`config.mk`:
```
export PLATFORM = sky130hd
export DESIGN_NAME = fpc_enc_tx
export DESIGN_NICKNAME = d
export VERILOG_FILES = /design/src/rtl/fpc_enc_tx.sv
export SDC_FILE = /design/constraint.sdc
export NUM_CORES = 1
export LEC_CHECK = 0
export ABC_CLOCK_PERIOD_IN_PS = 1800
export CORE_MARGIN = 4
export CORE_UTILIZATION = 49
export CTS_CLUSTER_SIZE = 8
export DETAILED_ROUTE_END_ITERATION = 8
export PLACE_DENSITY = 0.78
export SYNTH_ARGS = -nofsm -noshare
export SYNTH_HDL_FRONTEND = slang
export SYNTH_SLANG_ARGS = --single-unit
```
`constraint.sdc`:
```
create_clock -name clk -period 1.8 [get_ports clk]
set_input_delay 0.18 -clock clk [delete_from_list [all_inputs] [get_ports clk]]
set_output_delay 0.18 -clock clk [all_outputs]
set_load 0.1 [all_outputs]
```
`src/rtl/fpc_enc_tx.sv`:
```
`default_nettype none
// ============================================================================
// Module      : fpc_enc_tx
// Description : Transmit-side FPC encoder. Splits each accepted word into
//               nibbles (MSB nibble first), maps every nibble to its 5-bit
//               forbidden-pattern-free codeword and drives one registered
//               codeword per cycle under a valid/ready handshake, flagging
//               the last codeword of each word.
//               Build option FPC_IDLE_HOLD_EN: when defined, data_out keeps
//               the last codeword while idle; otherwise it returns to 00000.
// Revision    : 1.0 - initial release
// ============================================================================
module fpc_enc_tx #(
   parameter int NIBBLES = 4
) (
   input  logic                 clk,
   input  logic                 rst,
   input  logic [4*NIBBLES-1:0] data_in,
   input  logic                 in_valid,
   output logic                 in_ready,
   output logic [4:0]           data_out,
   output logic                 out_valid,
   input  logic                 out_ready,
   output logic                 out_last
);

   localparam int W     = 4 * NIBBLES;
   localparam int CNT_W = (NIBBLES > 1) ? $clog2(NIBBLES) : 1;

   typedef enum logic [0:0] {
      IDLE = 1'b0,
      SEND = 1'b1
   } state_t;

   state_t             r_state;
   state_t             w_state_nxt;
   logic [4:0]         r_data;
   logic [4:0]         w_data_nxt;
   logic [CNT_W-1:0]   r_cnt;
   logic [CNT_W-1:0]   w_cnt_nxt;
   logic               r_last;
   logic               w_last_nxt;
   logic [W-1:0]       r_shreg;
   logic [W-1:0]       w_shreg_nxt;
   logic               w_take;

   // Nibble to codeword map; must stay identical to the decoder's table.
   function automatic logic [4:0] enc(input logic [3:0] nib);
      logic [4:0] cw;
      case (nib)
         4'h0:    cw = 5'b00000;
         4'h1:    cw = 5'b00001;
         4'h2:    cw = 5'b00110;
         4'h3:    cw = 5'b00011;
         4'h4:    cw = 5'b01100;
         4'h5:    cw = 5'b00111;
         4'h6:    cw = 5'b01110;
         4'h7:    cw = 5'b01111;
         4'h8:    cw = 5'b10000;
         4'h9:    cw = 5'b10001;
         4'hA:    cw = 5'b11000;
         4'hB:    cw = 5'b10011;
         4'hC:    cw = 5'b11100;
         4'hD:    cw = 5'b11001;
         4'hE:    cw = 5'b11110;
         default: cw = 5'b11111;
      endcase
      return cw;
   endfunction

   // A new word may enter when idle, or when the last codeword leaves now.
   assign in_ready  = !rst && ((r_state == IDLE) || (out_ready && r_last));
   assign w_take    = in_valid && in_ready;
   assign out_valid = (r_state == SEND);
   assign data_out  = r_data;
   assign out_last  = r_last;

   // Next-state and datapath: load a word, step to the next nibble, or go idle.
   always_comb begin
      w_state_nxt = r_state;
      w_data_nxt  = r_data;
      w_cnt_nxt   = r_cnt;
      w_last_nxt  = r_last;
      w_shreg_nxt = r_shreg;
      case (r_state)
         IDLE: begin
            if (w_take) begin
               w_state_nxt = SEND;
               w_data_nxt  = enc(data_in[W-1 -: 4]);
               w_cnt_nxt   = '0;
               w_last_nxt  = (NIBBLES == 1);
               w_shreg_nxt = data_in << 4;
            end
         end
         SEND: begin
            if (out_ready) begin
               if (!r_last) begin
                  w_data_nxt  = enc(r_shreg[W-1 -: 4]);
                  w_cnt_nxt   = r_cnt + CNT_W'(1);
                  w_last_nxt  = ((32'(r_cnt) + 32'd1) == 32'(NIBBLES - 1));
                  w_shreg_nxt = r_shreg << 4;
               end else if (w_take) begin
                  // Back-to-back word: first codeword follows with no bubble.
                  w_state_nxt = SEND;
                  w_data_nxt  = enc(data_in[W-1 -: 4]);
                  w_cnt_nxt   = '0;
                  w_last_nxt  = (NIBBLES == 1);
                  w_shreg_nxt = data_in << 4;
               end else begin
                  w_state_nxt = IDLE;
                  w_cnt_nxt   = '0;
                  w_last_nxt  = 1'b0;
`ifdef FPC_IDLE_HOLD_EN
                  // Keep the bus quiet: the last codeword stays put.
                  w_data_nxt  = r_data;
`else
                  w_data_nxt  = 5'b00000;
`endif
               end
            end
         end
         default: begin
            w_state_nxt = IDLE;
         end
      endcase
   end

   // State and datapath registers; reset aborts any word in flight.
   always_ff @(posedge clk or posedge rst) begin
      if (rst) begin
         r_state <= IDLE;
         r_data  <= 5'b00000;
         r_cnt   <= '0;
         r_last  <= 1'b0;
         r_shreg <= '0;
      end else begin
         r_state <= w_state_nxt;
         r_data  <= w_data_nxt;
         r_cnt   <= w_cnt_nxt;
         r_last  <= w_last_nxt;
         r_shreg <= w_shreg_nxt;
      end
   end

endmodule
`default_nettype wire
```
==> impl_metrics.py, run 1 <==
metrics = {
    "outcome": {
        "result_of_the_run": "finished, final reports clean",
    },
    "min_path": {
        "worst_hold_path_type": "in -> async",
    },
    "floorplan": {
        "effective_utilization_at_floorplan_pct": 51.6,
        "coreArea_um2": 2480,
        "die_area_um2": 3490,
        "die_x_um": 59.1,
        "die_height_um": 59.1,
        "io_pins": 28,
        "num_rows": 18,
    },
    "sta": {
        "worst_pin_slew_ns": 0.522,
        "final_period_minus_worst_setup_slack_ns": 1.51,
        "timing.final.hold_violations": 0,
        "unrepaired_setup_endpoints_after_global_routing": "no",
        "final.hold.worst_slack_ns": 0.352,
        "setup_tns_ns": 0,
        "finalMaxSlewViolations": 0,
        "setup_viol": 0,
        "relSlewSlack_pct": 64.5,
        "finalCritPeriodShare_pct": 83.7,
        "timing.fmax_mhz": 664,
        "clock-skew-final_ns": 0.0147,
    },
    "synthesis": {
        "synthesis.nets": 146,
        "synth.yosys.warnings": 0,
        "postSynthRegisterBits": 25,
        "post_synth_main_area_contributors": "dfrtp_1, mux2i_1, nand2_1, o21ai_0, o21ai_1",
        "syn-mean-instance-area_um2": 10.2,
        "synth_top_cells_by_count": "dfrtp_1, nand2_1, o21ai_0",
        "synth-edff-count": 0,
        "ys_async_sr_fraction_pct": 100,
        "cell_count_after_synthesis": 125,
        "post_synth_instance_area_um2": 1280,
        "ys_seq_area_share_pct": 49.0,
        "yosys.cell_count.top_type": "dfrtp_1",
        "synth_flop_cell": "dfrtp_1",
        "yosysTopAreaCellShare_pct": 49.0,
        "synth_cell_types": 26,
        "synth.largest_area_cell": "dfrtp_1",
    },
    "setup_path": {
        "worstSetupEndpointType": "output pin",
        "worstSetupPathType": "in -> out",
        "cp.buffers_inverters": 2,
        "worstPathCellList": "clkdlybuf4s50_1 -> nand2_1 -> a21oi_4 -> buf_12",
        "slowest_delay_ns": 0.60,
        "setup.worst_path.start_class": "input port",
        "timing.critical_path.fanout_max": 4,
        "crit_slowest_cell": "clkdlybuf4s50_1",
        "crit_required_ns": 1.62,
        "register_to_register_path_depth": 4,
        "worstReg2RegEnd": "r_cnt[1]$_DFFE_PP0P_",
        "cp.arrival_ns": 1.33,
        "reg2reg_slack_ns": 0.35,
        "timing.critical_path.max_delay_family": "buffers and inverters",
        "origin_of_the_critical_flop_to_flop_path": "out_valid$_DFF_PP0_",
    },
    "cts": {
        "h-tree-depth": 1,
        "cts-buffers-inserted": 3,
        "clock_tree_from_tritoncts": "done",
        "post-cts-setup-buffer-count": 0,
        "cts_repair_resize_count": 0,
        "clock_tree.root_cell": "clkbuf_4",
        "ctsLongestPathBuffers": 2,
        "number_of_hold_buffers_added_after_cts": 0,
        "clock_sinks": 25,
        "worst_skew_late_latency_ns": 0.32,
        "clk_pin_slew_ns": 0.14,
    },
    "drt": {
        "wl_final_mm": 2.52,
        "remaining_antenna_violation_count": 0,
        "post_drt_via_cell_ratio": 5.34,
        "post_drt_wl_per_cell_um": 13.6,
        "first_pass_iters": 3,
        "count_of_routing_violations_after_the_opening_detailed_route_iteration": 33,
        "detail_route.drc_violations": 0,
        "num_vias": 988,
    },
    "pwr": {
        "power.total_mw": 3.02,
        "vdd.ir_drop.worst_v": 0.00171,
        "power.density_nw_per_um2": 1880,
        "power_leakage_nw": 0.719,
    },
    "final_layout": {
        "diodes_inserted": 0,
        "final_design_area_no_fill_um2": 1610,
        "finished_core_util_pct": 64.9,
        "post_route_cells_drive_above_1_share_pct": 17.4,
        "layout-area-overhead-vs-synth_pct": 26.0,
        "nets": 177,
    },
    "global_route": {
        "first_pass_grt_wire_length_mm": 4.30,
        "grt_max_degree": 31,
        "antenna_violations_before_repair": 0,
        "globalRoute.totalOverflow": 0,
        "grt_usage_pct": 16.0,
        "via_count_of_the_first_global_routing_pass": 1005,
    },
    "placed_design": {
        "numPortBuffers": 27,
        "postPlaceCellArea_um2": 1580,
        "detailed_placement_hpwl_mm": 1.94,
        "gp_routability_congestion": 0.799,
    },
    "job": {
        "maxCapViolCount": 0,
    },
}
worst max-delay path by stage:
| stage | depth (start not counted) | from | endpoint |
|---|---|---|---|
| global route | 4 | out_valid$_DFF_PP0_ | r_cnt[1]$_DFFE_PP0P_ |
| global placement | 4 | rst | out_last$_DFFE_PP0P_ |
| CTS | 4 | out_ready | in_ready |
| detailed placement | 5 | rst | r_cnt[1]$_DFFE_PP0P_ |
| floorplan | 2 | out_last$_DFFE_PP0P_ | in_ready |
| finish | 4 | out_ready | in_ready |
sequential cells by signal, summed over array words and instances (netlist names):
name,flops
r_cnt,2
out_last,1
r_shreg,16
data_out,5
out_valid,1
cell usage in the layout, fill, tap and decap left out, drive strengths merged:
cell type      netlist  layout
dfrtp               25      25
ha                   1       1
mux2i               13      13
a22o                 1       1
buf                  6      13
o31ai                1       1
nand2               20      20
o22ai                1       1
a32o                 2       2
nor2                 4       4
a21boi               1       1
and2                 4       4
clkbuf               0       3
nor2b                1       1
clkdlybuf4s50        0      19
a21oi                8       8
a221oi               1       1
a31oi                1       1
and2b                1       1
inv                  6       6
clkinv               0       1
o21ai               23      23
a211o                1       1
a21o                 1       1
nand2b               3       3
cells by family after synthesis:
logic type / synth area share (%)
compound gates: 20.2
fa+ha+maj: 0.979
buf+inv: 6.46
flops: 49.0
mux: 10.5
simple gates: 12.9
power by group:
group          switching [mW]  internal, mW
clock network           0.162        0.0831
registers               0.148         0.748
logic                    1.21         0.670
total                    1.52          1.50
layout make-up:
cell class | instances | area, µm²
Fill cell | 213 | 868
Sequential cell | 25 | 628
Multi-Input combinational cell | 88 | 581
Timing Repair Buffer | 32 | 313
Tap cell | 30 | 37.5
Clock buffer | 3 | 22.5
Inverter | 6 | 22.5
Clock inverter | 1 | 5.00
layer usage:
metal	track usage, %	vias to the layer above	wire, µm	share of wire, %
met4	4.85	0	19	0.75
met1	18.4	471	1110	44
met2	29.8	25	1260	50
li1	-	490	-	-
met5	0	-	0	0
met3	2.83	2	133	5.3
worst min-delay path, cell delays in order:
cell and delay [ns]:
clkdlybuf4s50_1 0.41, buf_4 0.15, inv_1 0.05, buf_4 0.30
metrics by stage:
| stage | std cells | setup slack [ns] |
|---|---|---|
| after floorplan | 125 | 0.104 |
| after global placement | 181 | 0.240 |
| after detailed placement | 181 | 0.177 |
| after CTS | 185 | 0.279 |
| after global routing | 185 | 0.221 |
| final | 185 | 0.294 |
No activity file was read; power rests on OpenSTA's default activity.
==> inputs of run 2 (changes only) <==
--- a/config.mk
+++ b/config.mk
@@ -5,7 +5,7 @@
 export SDC_FILE = /design/constraint.sdc
 export NUM_CORES = 1
 export LEC_CHECK = 0
-export ABC_CLOCK_PERIOD_IN_PS = 1800
+export ABC_CLOCK_PERIOD_IN_PS = 1600
 export CORE_MARGIN = 4
 export CORE_UTILIZATION = 49
 export CTS_CLUSTER_SIZE = 8
==> constraint.sdc (replaced) <==
create_clock -name clk -period 1.6 [get_ports clk]
set_input_delay 0.16 -clock clk [delete_from_list [all_inputs] [get_ports clk]]
set_output_delay 0.16 -clock clk [all_outputs]
set_load 0.1 [all_outputs]
==> run 2 against run 1 <==
Die area stayed put. Via count is 7.0% higher. Non-clock buffer count is 3 higher. Utilization is 3.9 points higher. Flip-flop and latch count stayed put. First-iteration DRC count is 24% higher. Total power is 22% higher. Register-to-register slack worse by 0.21 ns. Sequential share of layout area is 2.2 points lower. Global-route usage is 0.68 points higher. Clock skew is 0.0024 ns lower. Critical path depth stayed put. Largest cell class unchanged.
==> impl_metrics.py, run 2 (synthesis gave the netlist of run 1 again) <==
metrics = {
    "outcome": {
        "result_of_the_run": "finished, final reports clean",
    },
    "floorplan": {
        "die_x_um": 59.1,
        "io_pins": 28,
        "coreArea_um2": 2480,
        "num_rows": 18,
        "die_area_um2": 3490,
        "effective_utilization_at_floorplan_pct": 51.6,
        "die_height_um": 59.1,
    },
    "setup_path": {
        "setup.worst_path.start_class": "flip-flop",
        "worstSetupPathType": "reg -> reg",
        "worstSetupEndpointType": "flip-flop",
        "crit_slowest_cell": "dfrtp_2",
        "register_to_register_path_depth": 4,
        "cp.arrival_ns": 1.67,
        "worstReg2RegEnd": "r_shreg[0]$_DFFE_PP0P_",
        "reg2reg_slack_ns": 0.14,
        "cp.buffers_inverters": 1,
        "timing.critical_path.fanout_max": 16,
        "origin_of_the_critical_flop_to_flop_path": "out_valid$_DFF_PP0_",
        "crit_required_ns": 1.81,
        "worstPathCellList": "nor2b_4 -> o22ai_4 -> buf_4 -> and2_1",
        "slowest_delay_ns": 0.49,
        "timing.critical_path.max_delay_family": "simple AND/OR/NAND/NOR gates",
    },
    "pwr": {
        "logic_pwr_share_pct": 63.6,
        "power.total_mw": 3.68,
        "power_leakage_nw": 0.757,
        "seqPwrFrac_pct": 28.8,
        "power_switching_mw": 1.78,
        "power.density_nw_per_um2": 2150,
        "vdd.ir_drop.worst_v": 0.00153,
        "power.internal_mw": 1.89,
        "clock_power_share_pct": 7.6,
        "swShare_pct": 48.5,
    },
    "final_layout": {
        "post_route_cells_drive_above_1_share_pct": 19.0,
        "diodes_inserted": 0,
        "highest_count_cells_in_the_layout_ignoring_fill_and_taps": "dfrtp_1, nand2_1, clkdlybuf4s50_1, o21ai_0, mux2i_1",
        "nets": 180,
        "stdcell_count": 188,
        "layout-area-overhead-vs-synth_pct": 33.6,
        "largest-register": "r_shreg",
        "final_design_area_no_fill_um2": 1710,
        "layout_commonest_cell": "dfrtp_1",
        "largest_reg_flops": 16,
    },
    "drt": {
        "remaining_antenna_violation_count": 0,
        "post_drt_via_cell_ratio": 5.62,
        "wl_final_mm": 2.67,
        "post_drt_wl_per_cell_um": 14.2,
        "num_vias": 1057,
        "detail_route.drc_violations": 0,
        "first_pass_iters": 4,
        "count_of_routing_violations_after_the_opening_detailed_route_iteration": 41,
    },
    "cts": {
        "ctsLongestPathBuffers": 2,
        "worst_skew_late_latency_ns": 0.32,
        "post-cts-setup-buffer-count": 0,
        "clock_sinks": 25,
        "cts-buffers-inserted": 3,
        "h-tree-depth": 1,
        "cts_repair_resize_count": 0,
        "number_of_hold_buffers_added_after_cts": 0,
        "clock_tree_from_tritoncts": "done",
        "clock_tree.root_cell": "clkbuf_4",
        "clk_pin_slew_ns": 0.14,
    },
    "placed_design": {
        "numPortBuffers": 27,
        "place.detailed.instances": 184,
        "postPlaceCellArea_um2": 1680,
        "gp_routability_congestion": 0.771,
        "detailed_placement_hpwl_mm": 2.00,
        "placement.setup.worst_slack_ns": 0.0848,
    },
    "sta": {
        "timing.final.hold_violations": 0,
        "finalMaxSlewViolations": 0,
        "relSlewSlack_pct": 79.0,
        "final_period_minus_worst_setup_slack_ns": 1.46,
        "worst_pin_slew_ns": 0.314,
        "finalCritPeriodShare_pct": 91.3,
        "clock-skew-final_ns": 0.0123,
        "setup_viol": 0,
        "unrepaired_setup_endpoints_after_global_routing": "no",
        "setup_slack_ns": 0.139,
        "timing.fmax_mhz": 684,
        "setup_tns_ns": 0,
    },
    "global_route": {
        "globalRoute.totalOverflow": 0,
        "first_pass_grt_wire_length_mm": 4.42,
        "antenna_violations_before_repair": 0,
        "grt_usage_pct": 16.7,
        "grt_max_degree": 26,
        "via_count_of_the_first_global_routing_pass": 1004,
    },
    "min_path": {
        "worst_hold_path_type": "in -> async",
    },
    "job": {
        "maxCapViolCount": 0,
    },
}
run 2: cell types whose count changed in the layout (fill, tap and decap cells not counted), sizes merged:
cell / delta
buf: +3
run 2: worst max-delay path by stage:
| stage | startpoint | end | slack (ns) | cells after the start |
|---|---|---|---|---|
| after floorplan | out_last$_DFFE_PP0P_ | in_ready | -0.08 | 2 |
| after detailed placement | data_in[12] | data_out[1]$_DFFE_PP0P_ | 0.08 | 5 |
| after global routing | out_valid$_DFF_PP0_ | r_shreg[12]$_DFFE_PP0P_ | 0.05 | 4 |
| after CTS | out_ready | in_ready | 0.14 | 4 |
| final | out_valid$_DFF_PP0_ | r_shreg[0]$_DFFE_PP0P_ | 0.14 | 4 |
| after global placement | data_in[12] | data_out[1]$_DFFE_PP0P_ | 0.13 | 5 |
run 2: per-stage QoR:
stage	util, %	hold WS [ns]
final	68.9	0.343
after global routing	68.9	0.376
after CTS	68.9	0.351
after detailed placement	67.8	0.472
after global placement	67.8	0.462
after floorplan	-	0.187
run 2: final cells by class:
cell class	instances	area, µm²
Fill cell	201	771
Multi-Input combinational cell	88	581
Timing Repair Buffer	35	410
Clock buffer	3	22.5
Sequential cell	25	628
Inverter	6	22.5
Tap cell	30	37.5
Clock inverter	1	5.00
run 2: power by group through the flow:
stage	clock network (mW)	logic, mW	registers (mW)
CTS	0.285	2.35	1.06
detailed placement	0	2.34	1.07
finish	0.281	2.34	1.06
global placement	0	2.29	1.05
global route	0.319	2.50	1.08
floorplan	0	1.23	1.54
run 2: routing by layer:
| layer | GRT usage, % | share of wire (%) |
|---|---|---|
| met3 | 1.96 | 6.3 |
| met2 | 29.5 | 50 |
| met4 | 7.44 | 1.6 |
| met1 | 20.2 | 42 |
| met5 | 0 | 0 |
run 2: tightest hold or removal path: stages:
cell	delay [ns]
clkdlybuf4s50_1	0.42
buf_4	0.15
inv_1	0.05
buf_4	0.30
==> inputs of run 3 (changes only) <==
--- a/config.mk
+++ b/config.mk
@@ -5,12 +5,13 @@
 export SDC_FILE = /design/constraint.sdc
 export NUM_CORES = 1
 export LEC_CHECK = 0
-export ABC_CLOCK_PERIOD_IN_PS = 1600
+export ABC_CLOCK_PERIOD_IN_PS = 1550
 export CORE_MARGIN = 4
 export CORE_UTILIZATION = 49
 export CTS_CLUSTER_SIZE = 8
 export DETAILED_ROUTE_END_ITERATION = 8
 export PLACE_DENSITY = 0.78
+export SLEW_MARGIN = 20
 export SYNTH_ARGS = -nofsm -noshare
 export SYNTH_HDL_FRONTEND = slang
 export SYNTH_SLANG_ARGS = --single-unit
==> constraint.sdc (replaced) <==
create_clock -name clk -period 1.55 [get_ports clk]
set_input_delay 0.155 -clock clk [delete_from_list [all_inputs] [get_ports clk]]
set_output_delay 0.155 -clock clk [all_outputs]
set_load 0.1 [all_outputs]
==> run 3 against run 2 <==
Non-clock buffer count shrank 3. First-iteration DRC count decreased by 46%. Total power grew 2.1%. Routed wire length fell by 12%. Die area is the same. Critical path depth did not move. Global-route usage down 1.8 points. Worst setup slack worse by 0.035 ns. Flip-flop and latch count stayed put. Combinational power grew 2%. Hold slack improved by 0.0020 ns.
==> impl_metrics.py, run 3 (synthesis gave the netlist of run 1 again) <==
metrics = {
    "sta": {
        "timing.fmax_mhz": 691,
        "final_period_minus_worst_setup_slack_ns": 1.45,
        "finalMaxSlewViolations": 0,
        "unrepaired_setup_endpoints_after_global_routing": "no",
        "timing.final.hold_violations": 0,
        "setup_tns_ns": 0,
        "setup_slack_ns": 0.104,
        "finalCritPeriodShare_pct": 93.3,
        "clock-skew-final_ns": 0.00711,
        "relSlewSlack_pct": 79.4,
        "worst_pin_slew_ns": 0.308,
        "setup_viol": 0,
    },
    "placed_design": {
        "place.detailed.instances": 181,
        "numPortBuffers": 27,
        "detailed_placement_hpwl_mm": 1.81,
        "gp_routability_congestion": 0.801,
        "placement.setup.worst_slack_ns": 0.0524,
    },
    "floorplan": {
        "die_x_um": 59.1,
        "die_height_um": 59.1,
        "num_rows": 18,
        "die_area_um2": 3490,
        "io_pins": 28,
        "effective_utilization_at_floorplan_pct": 51.6,
        "coreArea_um2": 2480,
    },
    "final_layout": {
        "largest_reg_flops": 16,
        "highest_count_cells_in_the_layout_ignoring_fill_and_taps": "dfrtp_1, nand2_1, clkdlybuf4s50_1, o21ai_0, mux2i_1",
        "stdcell_count": 185,
        "layout-area-overhead-vs-synth_pct": 33.7,
        "largest-register": "r_shreg",
        "layout_commonest_cell": "dfrtp_1",
        "post_route_cells_drive_above_1_share_pct": 17.4,
        "diodes_inserted": 0,
        "nets": 177,
    },
    "outcome": {
        "result_of_the_run": "finished, final reports clean",
    },
    "global_route": {
        "via_count_of_the_first_global_routing_pass": 964,
        "globalRoute.totalOverflow": 0,
        "antenna_violations_before_repair": 0,
        "grt_usage_pct": 14.9,
        "first_pass_grt_wire_length_mm": 4.11,
        "grt_max_degree": 31,
    },
    "cts": {
        "worst_skew_late_latency_ns": 0.30,
        "h-tree-depth": 1,
        "clock_tree_from_tritoncts": "done",
        "clk_pin_slew_ns": 0.13,
        "post-cts-setup-buffer-count": 0,
        "cts_repair_resize_count": 0,
        "clock_sinks": 25,
        "clock_tree.root_cell": "clkbuf_4",
        "number_of_hold_buffers_added_after_cts": 0,
        "ctsLongestPathBuffers": 2,
        "cts-buffers-inserted": 3,
    },
    "drt": {
        "post_drt_wl_per_cell_um": 12.7,
        "count_of_routing_violations_after_the_opening_detailed_route_iteration": 22,
        "wl_final_mm": 2.35,
        "first_pass_iters": 4,
        "post_drt_via_cell_ratio": 5.12,
        "detail_route.drc_violations": 0,
        "remaining_antenna_violation_count": 0,
        "num_vias": 948,
    },
    "setup_path": {
        "register_to_register_path_depth": 4,
        "crit_slowest_cell": "dfrtp_4",
        "slowest_delay_ns": 0.51,
        "worstSetupPathType": "reg -> reg",
        "worst-path-stages": 4,
        "worstSetupEndpointType": "flip-flop",
        "setup.worst_path.start_class": "flip-flop",
        "worstPathCellList": "nor2b_4 -> o22ai_4 -> buf_12 -> and2_1",
        "cp.buffers_inverters": 1,
        "reg2reg_slack_ns": 0.10,
        "cp.arrival_ns": 1.65,
        "crit_required_ns": 1.75,
        "timing.critical_path.max_delay_family": "flip-flops",
        "timing.critical_path.fanout_max": 30,
    },
    "pwr": {
        "power.density_nw_per_um2": 2200,
        "swShare_pct": 47.7,
        "seqPwrFrac_pct": 29.3,
        "vdd.ir_drop.worst_v": 0.00169,
        "logic_pwr_share_pct": 63.4,
        "clock_power_share_pct": 7.3,
        "power_leakage_nw": 0.746,
        "power_switching_mw": 1.79,
        "power.internal_mw": 1.96,
    },
    "min_path": {
        "worst_hold_path_type": "in -> async",
    },
    "job": {
        "maxCapViolCount": 0,
    },
}
## run 3: power by group through the flow
stage	Combinational [mW]	Clock, mW	Sequential (mW)
after global routing	2.57	0.310	1.13
after floorplan	1.29	0	1.61
final	2.38	0.274	1.10
after global placement	2.34	0	1.10
after detailed placement	2.40	0	1.12
after CTS	2.41	0.287	1.10
## run 3: through the flow
step	instance area [µm²]	hold WS (ns)	utilization (%)	total power, mW
finish	1710	0.345	68.9	3.75
global placement	1680	0.462	67.9	3.44
floorplan	1300	0.182	-	2.90
detailed placement	1680	0.470	67.9	3.52
global route	1710	0.379	68.9	4.01
CTS	1710	0.357	68.9	3.79
## run 3: worst reg2reg max path, delay by kind of cell (launching register included)
family / cells / cell delay, ns
compound gates: 1 / 0.15
buf+inv: 1 / 0.19
flops: 1 / 0.51
simple gates: 2 / 0.50
## run 3: area by class of cell
cell class / instances / area, µm²
sequential: 25 / 633
timing repair buffer: 32 / 400
tap: 30 / 37.5
multi-input combinational: 88 / 588
inverter: 6 / 22.5
clock buffer: 4 / 26.3
fill: 206 / 769
## run 3: routing by layer
layer  wire length (µm)  GRT usage, %  vias to the layer above
met5                  0             0                        -
met4                  0          3.88                        0
met3                160          2.83                        0
met2               1140          26.7                       29
met1               1040          18.3                      430
li1                   -             -                      489
## run 3: worst paths after layout
check                                       start                       to
max                           out_valid$_DFF_PP0_   r_shreg[0]$_DFFE_PP0P_
min                                           rst  data_out[0]$_DFFE_PP0P_
max reg2reg                   out_valid$_DFF_PP0_   r_shreg[0]$_DFFE_PP0P_
min reg2reg                r_shreg[8]$_DFFE_PP0P_   r_shreg[8]$_DFFE_PP0P_
max in group asynchronous                     rst      out_valid$_DFF_PP0_
min in group clk                       data_in[3]   r_shreg[7]$_DFFE_PP0P_
